==> src/rtl/ttl_serializer_sync_if.sv <==
// Load handshake and serial line bundle for ttl_serializer_sync.
// master drives cen and the load side; slave is the serializer.
interface ttl_serializer_sync_if #(
  parameter int WIDTH = 4
) ();
  logic             cen;
  logic             load_valid;
  logic [WIDTH-1:0] load_data;
  logic             load_ready;
  logic             ser_out;
  logic             shift_en;
  logic             busy;
  logic             frame_done;

  modport master (
    output cen, load_valid, load_data,
    input  load_ready, ser_out, shift_en, busy, frame_done
  );

  modport slave (
    input  cen, load_valid, load_data,
    output load_ready, ser_out, shift_en, busy, frame_done
  );
endinterface

==> src/rtl/ttl_serializer_sync.sv <==
// Parallel-in serial-out sender for a 74194-style receiver, cen-edge driven.
// Define TTL_SERIALIZER_PARITY_EN to append an even-parity bit to each frame.
module ttl_serializer_sync #(
  parameter int WIDTH     = 4,
  parameter bit MSB_FIRST = 1'b1
) (
  input logic                  clk,
  input logic                  rst,
  ttl_serializer_sync_if.slave bus
);

`ifdef TTL_SERIALIZER_PARITY_EN
  localparam int FLEN = WIDTH + 1;
`else
  localparam int FLEN = WIDTH;
`endif
  localparam int CW = $clog2(WIDTH + 2);

  typedef enum logic [1:0] {
    S_IDLE,
    S_ARM,
    S_SHIFT,
    S_TAIL
  } state_t;

  state_t          r_state, w_state_n;
  logic            r_last_cen;
  logic [FLEN-1:0] r_shreg, w_shreg_n;
  logic [CW-1:0]   r_cnt, w_cnt_n;
  logic            r_ser, w_ser_n;
  logic            r_sen, w_sen_n;
  logic            r_done, w_done_n;

  logic            w_rise, w_fall, w_head;
  logic [FLEN-1:0] w_load, w_shifted;

  assign w_rise = bus.cen & ~r_last_cen;
  assign w_fall = ~bus.cen & r_last_cen;

  // Register is loaded so the first bit to send sits at the output end.
`ifdef TTL_SERIALIZER_PARITY_EN
  logic w_par;
  assign w_par  = ^bus.load_data;
  assign w_load = MSB_FIRST ? {bus.load_data, w_par}
                            : {w_par, bus.load_data};
`else
  assign w_load = bus.load_data;
`endif

  assign w_head    = MSB_FIRST ? r_shreg[FLEN-1] : r_shreg[0];
  assign w_shifted = MSB_FIRST ? {r_shreg[FLEN-2:0], 1'b0}
                               : {1'b0, r_shreg[FLEN-1:1]};

  always_comb begin
    w_state_n = r_state;
    w_shreg_n = r_shreg;
    w_cnt_n   = r_cnt;
    w_ser_n   = r_ser;
    w_sen_n   = r_sen;
    w_done_n  = 1'b0;
    case (r_state)
      S_IDLE: begin
        if (bus.load_valid) begin
          w_shreg_n = w_load;
          w_cnt_n   = '0;
          w_state_n = S_ARM;
        end
      end
      S_ARM: begin
        if (w_fall) begin
          w_ser_n   = w_head;
          w_shreg_n = w_shifted;
          w_sen_n   = 1'b1;
          w_state_n = S_SHIFT;
        end
      end
      S_SHIFT: begin
        if (w_rise) begin
          w_cnt_n = r_cnt + 1'b1;
          if (w_cnt_n == CW'(FLEN))
            w_state_n = S_TAIL;
        end else if (w_fall) begin
          w_ser_n   = w_head;
          w_shreg_n = w_shifted;
        end
      end
      S_TAIL: begin
        // Drop shift_en before the receiver's next rising edge so it holds.
        if (w_fall) begin
          w_sen_n   = 1'b0;
          w_ser_n   = 1'b0;
          w_done_n  = 1'b1;
          w_state_n = S_IDLE;
        end
      end
      default: w_state_n = S_IDLE;
    endcase
  end

  always_ff @(posedge clk or posedge rst) begin
    if (rst) begin
      r_state    <= S_IDLE;
      r_last_cen <= 1'b1;
      r_shreg    <= '0;
      r_cnt      <= '0;
      r_ser      <= 1'b0;
      r_sen      <= 1'b0;
      r_done     <= 1'b0;
    end else begin
      r_state    <= w_state_n;
      r_last_cen <= bus.cen;
      r_shreg    <= w_shreg_n;
      r_cnt      <= w_cnt_n;
      r_ser      <= w_ser_n;
      r_sen      <= w_sen_n;
      r_done     <= w_done_n;
    end
  end

  assign bus.load_ready = (r_state == S_IDLE);
  assign bus.busy       = (r_state != S_IDLE);
  assign bus.ser_out    = r_ser;
  assign bus.shift_en   = r_sen;
  assign bus.frame_done = r_done;

endmodule

==> src/flat_wrapper.sv <==
// flat-port wrapper written by rule: the top's interface ports become plain ports
module ttl_serializer_sync_flat 
#(
  parameter int WIDTH     = 4,
  parameter bit MSB_FIRST = 1'b1
)
  (clk, rst, bus_cen, bus_load_valid, bus_load_data, bus_load_ready, bus_ser_out, bus_shift_en, bus_busy, bus_frame_done);
  ttl_serializer_sync_if #(.WIDTH(WIDTH)) bus_i ();
  input logic clk;
  input logic rst;
  input wire logic [$bits(bus_i.cen)-1:0] bus_cen;
  input wire logic [$bits(bus_i.load_valid)-1:0] bus_load_valid;
  input wire logic [$bits(bus_i.load_data)-1:0] bus_load_data;
  output wire logic [$bits(bus_i.load_ready)-1:0] bus_load_ready;
  output wire logic [$bits(bus_i.ser_out)-1:0] bus_ser_out;
  output wire logic [$bits(bus_i.shift_en)-1:0] bus_shift_en;
  output wire logic [$bits(bus_i.busy)-1:0] bus_busy;
  output wire logic [$bits(bus_i.frame_done)-1:0] bus_frame_done;
  assign bus_i.cen = bus_cen;
  assign bus_i.load_valid = bus_load_valid;
  assign bus_i.load_data = bus_load_data;
  assign bus_load_ready = bus_i.load_ready;
  assign bus_ser_out = bus_i.ser_out;
  assign bus_shift_en = bus_i.shift_en;
  assign bus_busy = bus_i.busy;
  assign bus_frame_done = bus_i.frame_done;
  ttl_serializer_sync #(.WIDTH(WIDTH), .MSB_FIRST(MSB_FIRST)) u_core (.clk(clk), .rst(rst), .bus(bus_i));
endmodule
==> config.mk <==
export PLATFORM = sky130hd
export DESIGN_NAME = ttl_serializer_sync_flat
export DESIGN_NICKNAME = d
export VERILOG_FILES = /design/src/rtl/ttl_serializer_sync_if.sv /design/src/rtl/ttl_serializer_sync.sv /design/src/flat_wrapper.sv
export SDC_FILE = /design/constraint.sdc
export NUM_CORES = 1
export LEC_CHECK = 0
export ABC_AREA = 0
export BUFFER_PORTS_ARGS = -buffer_cell sky130_fd_sc_hd__buf_2
export CORE_MARGIN = 5
export CORE_UTILIZATION = 45
export DETAILED_ROUTE_END_ITERATION = 16
export PLACE_DENSITY = 0.76
export SLEW_MARGIN = 40
export SYNTH_ARGS = -nofsm -noshare
export SYNTH_HDL_FRONTEND = slang
export SYNTH_SLANG_ARGS = --single-unit
export TNS_END_PERCENT = 20
==> constraint.sdc <==
create_clock -name clk -period 1.6 [get_ports clk]
set_input_delay 0.16 -clock clk [delete_from_list [all_inputs] [get_ports clk]]
set_output_delay 0.16 -clock clk [all_outputs]
set_load 0.005 [all_outputs]
Word-level counts from Yosys, hierarchy flattened --
Index checks and enable logic that the tools add are counted.
Cells by class: bitwise operators 4, reduce and logical (&&, ||, !) cells 11, muxes and demuxes 21, add/sub/neg operators 1, eq/ne operators 10
Operators with widths (count):
- $mux W4 | 3
- $pmux W4 S3 | 1
- $reduce_and A3 Y1 | 4
- $mux W2 | 5
- $ne A2 B1 Y1 const B | 4
- $pmux W2 S4 | 1
- $mux W1 | 6
- $mux W3 | 2
- $pmux W3 S2 | 1
- $reduce_bool A2 Y1 | 3
- $reduce_bool A3 Y1 | 2
- $reduce_and A5 Y1 | 1
- $eq A2 B2 Y1 const B | 2
- $ne A2 B2 Y1 const B | 2
- $add A3 B1 Y3 const B | 1
- $eq A3 B3 Y1 const B | 1
- $pmux W1 S3 | 1
- $and A1 B1 Y1 | 2
- $eq A2 B1 Y1 const B | 1
- $logic_not A2 Y1 | 1
- $not A1 Y1 | 2
- $pmux W1 S2 | 1
Word-level totals: input port bits 8, output and inout port bits 5, register bits after elaboration 13, word-level logic and storage cells 54

Logic depth before layout (Yosys ltp) --
word-level depth 5, gate-level depth with buffers 7, gate-level depth less buffers 6

Least setup slack after synthesis --
OpenSTA, ideal clock, no wires.
path kind register -> register, start register u_core.r_state[0], end register u_core.r_shreg[1], data required time 1475 ps, arrival time 1568 ps, period minus slack after synthesis 1693 ps, stages on the path, launching flop included 8, setup slack -93 ps, buffers on the path 1, setup time 125 ps, cell sequence dfrtp_1 inv_1 ha_1 buf_6 nor2b_4 or4b_1 nor2_1 nor2_1
Between the ends: cells in the longest elaborated chain, start to end 3
Ends and longest elaborated chain:
- from (decl) | RTL line ttl_serializer_sync.sv:26 | state_t r_state, w_state_n;
- from (signal assigned) | RTL line ttl_serializer_sync.sv:110 | r_state <= w_state_n;
- $logic_not A2 Y1 (*)
- via bus_load_ready | RTL line flat_wrapper.sv:14 | output wire logic [$bits(bus_i.load_ready)-1:0] bus_load_ready;
- $ne A2 B2 Y1 (no line) / $reduce_bool A3 Y1 (equally long branches)
- $reduce_and A3 Y1 (no line)
- to (signal assigned) | RTL line ttl_serializer_sync.sv:112 | r_shreg <= w_shreg_n;
- to (decl) | RTL line ttl_serializer_sync.sv:28 | logic [FLEN-1:0] r_shreg, w_shreg_n;
Mark *: on every way through the listed nets, which the timed path passes. The rest lies on a longest branch. A chain may end at the register's enable or synchronous reset.

Worst setup path after layout --
start register u_core.r_state[1], end register u_core.r_shreg[1]
Between the ends: cells in the longest elaborated chain, start to end 3
Ends and longest elaborated chain:
- $eq A2 B2 Y1, or another cell as far along | RTL line ttl_serializer_sync.sv:61 | case (r_state)
- $ne A2 B2 Y1 (no line) / $reduce_bool A3 Y1 (equally long branches)
- $reduce_and A3 Y1 (no line)
Several ways; a longest one is shown, not always the timed one.

==> results.yml <==
status:
  status: "complete, but fails checks"
  violations: "negative setup slack"
drt:
  drt-total-wl_mm: 1.66
  vias: 670
  ant_nets: 0
  dr.pass1.iters: 4
  vias_per_cell: 5.54
  drc: 0
  drt_iter0_drc: 12
  wl_per_cell_um: 13.7
synthesis:
  synth_xor_area_frac: 0.0111
  yosys.area_share.adder: 0.0951
  synth-main-ff-cell: "dfrtp_1"
  synth_top_family_by_area: "simple AND/OR/NAND/NOR gates"
  synth_nets: 92
  synthMuxAreaShare: 0.0143
  synth_warnings: 0
  synth_compound_area_frac: 0.179
  yosysSeqAreaShare: 0.414
  synth_edf_count: 0
  synthCells: 78
  synth.avg_cell_area_um2: 10.1
  yosys.area_share.simple: 0.216
  netlist_area_um2: 790
  ys_types: 28
  ys_seq_elements: 13
  synthArstFlopShare: 1.00
final_layout:
  fillers: 149
  final_cells: 121
  area_growth_pct: 27.4
  postLayoutCoreUtil: 0.596
  final_nets: 119
  diodes: 0
  drive_gt1_frac: 0.404
critical_path:
  endpoint_kind: "flop"
  critPathMaxStageDelay_ns: 0.49
  worstSetupStartpointType: "flop"
  path_cells: "inv_1 -> ha_2 -> or4b_4 -> nor2_1 -> nor2_1"
  rrSetupSlack_ns: -0.04
  critical_path_class: "flop to flop"
  cp.required_ns: 1.76
  crit_fanout: 4
  worstPathArrival_ns: 1.80
  cp_slowest_cell: "or4b_4"
  cpMostUsedCell: "nor2_1"
clocking:
  cts.htree.levels: 1
  cts.sinks: 13
  worst_skew_pair.late_latency_ns: 0.27
  clk_pin_slew_ns: 0.09
  root_buffer: "clkbuf_4"
  cts_tree: "built"
  cts_buffer_depth: 2
  numCtsBuffers: 3
global_routing:
  grt.overflow.total: 0
  grt_pass1_wl_mm: 2.74
  grt_max_degree: 14
  grt_pass1_vias: 657
  antenna_found_initial: 0
  grt_use_total: 0.133
floorplanning:
  die_h_um: 51.9
  rows: 15
  die_w_um: 51.9
  coreArea_mm2: 0.00169
  io_pins: 13
  fp.dieArea_mm2: 0.00269
  start_util: 0.467
sta:
  period_share: 1.03
  max_freq_mhz: 610
  setup-violations-final: 2
  slew_headroom: 0.657
  rsz0062_at_grt: "true"
  layout_setup_ws_ns: -0.0401
  finalMaxSlewViolations: 0
  holdWs_ns: 0.0228
  skew_ns: 0.00596
  hold_viol: 0
  period_needed_ns: 1.64
  tightest_slew_ns: 0.513
placed_design:
  port_buffers: 12
  post-dp-hpwl_mm: 1.27
  dp_cells: 115
  routabilityCongestion: 0.728
pwr:
  peakVddDrop_mv: 1.00
  p_per_area_mw_per_mm2: 1930
  static-leakage-power_nw: 0.481
job:
  drv_cap: 0
worst_hold_path:
  hold_class: "primary input to flop"
## kinds of logic after synthesis
| family | count (synthesis) |
|---|---|
| compound gates | 17 |
| xor+xnor | 1 |
| fa+ha+maj | 6 |
| flops | 13 |
| mux | 1 |
| buf+inv | 11 |
| simple gates | 29 |
## stage by stage
step | cell area, um^2 | worst slack [ns] | TNS, ns | power [mW]
6_report | 1010 | -0.0401 | -0.0401 | 1.94
5_1_grt | 1010 | -0.0832 | -0.293 | 2.10
4_1_cts | 1000 | -0.0439 | -0.0459 | 1.95
3_5_place_dp | 952 | -0.0778 | -0.220 | 1.70
3_3_place_gp | 952 | -0.0438 | -0.145 | 1.68
2_1_floorplan | 818 | -0.0579 | -0.181 | 1.37
## layout by cell type (no fill, tap or decap), types with 2 or more instances in the layout
master    netlist  final
buf_2           0     12
dfrtp_1        12     12
nor2_1         11     11
buf_4           0     11
inv_1           9      8
o21ai_0         4      4
nand3_1         4      4
o32ai_2         0      3
nor3_1          4      3
a21oi_1         3      3
ha_2            0      3
ha_1            6      3
clkbuf_4        0      3
and2b_1         2      2
## critical path, delay by kind of cell, from the launching register on
| kind | cells | cell delay, ns |
|---|---|---|
| simple gates | 3 | 0.69 |
| flops | 1 | 0.40 |
| fa+ha+maj | 1 | 0.37 |
| buf+inv | 1 | 0.08 |
## routing by layer
layer  wire length (um)  up-vias  share of wire  track usage
li1                   -      328              -            -
met1                763      327           0.46        0.154
met2                826       13           0.50        0.243
met3                 57        2          0.034       0.0258
met4                 13        0         0.0078       0.0393
met5                  0        -              0            0
## repair_timing
item	4_1_cts	5_1_grt
pin swaps	0	4
endpoints found under the hold margin	12	0
gates cloned	0	0
hold buffers	1	0
buffers inserted	1	0
endpoints found under the setup margin	5	6
gates resized for setup	2	2
## sequential cells by signal, summed over array words and instances (netlist names)
signal and count:
u_core.r_last_cen 1, u_core.bus.frame_done 1, u_core.r_shreg 4, u_core.r_cnt 3, u_core.r_state 2, u_core.bus.ser_out 1
u_core.bus.shift_en 1
## worst paths after layout
path,startpoint,endpoint,cells past startpoint
worst max-delay path,u_core.r_state[1],u_core.r_shreg[1],5
worst min-delay path,bus_cen,u_core.r_last_cen,1
worst max register to register,u_core.r_state[1],u_core.r_shreg[1],5
worst min register to register,u_core.bus.shift_en,u_core.bus.shift_en,2
max in group asynchronous,rst,u_core.r_last_cen,3
min in group asynchronous,rst,u_core.r_shreg[2],3
## cell usage after synthesis (2+ instances only)
master	instances	area, um^2
a21oi_1	3	15.0
and2b_1	2	15.0
buf_6	2	22.5
dfrtp_1	12	300
ha_1	6	75.1
inv_1	9	33.8
nand3_1	4	20.0
nor2_1	11	41.3
nor3_1	4	20.0
o21ai_0	4	20.0
o32ai_1	4	35.0
## cell type report
type,count,area (um^2),share of cell area
multi-input combinational,54,445,0.443
sequential,13,327,0.325
timing repair buffer,24,153,0.152
inverter,9,33.8,0.0336
clock buffer,4,26.3,0.0261
tap,17,21.3,0.0211
## where the power goes
| group | total, mW | leakage (nW) | switching (mW) | internal [mW] |
|---|---|---|---|---|
| logic | 1.19 | 0.306 | 0.560 | 0.631 |
| registers | 0.546 | 0.159 | 0.0856 | 0.460 |
| clock network | 0.204 | 0.0150 | 0.108 | 0.0964 |
Power figures use the tool's default switching activity.
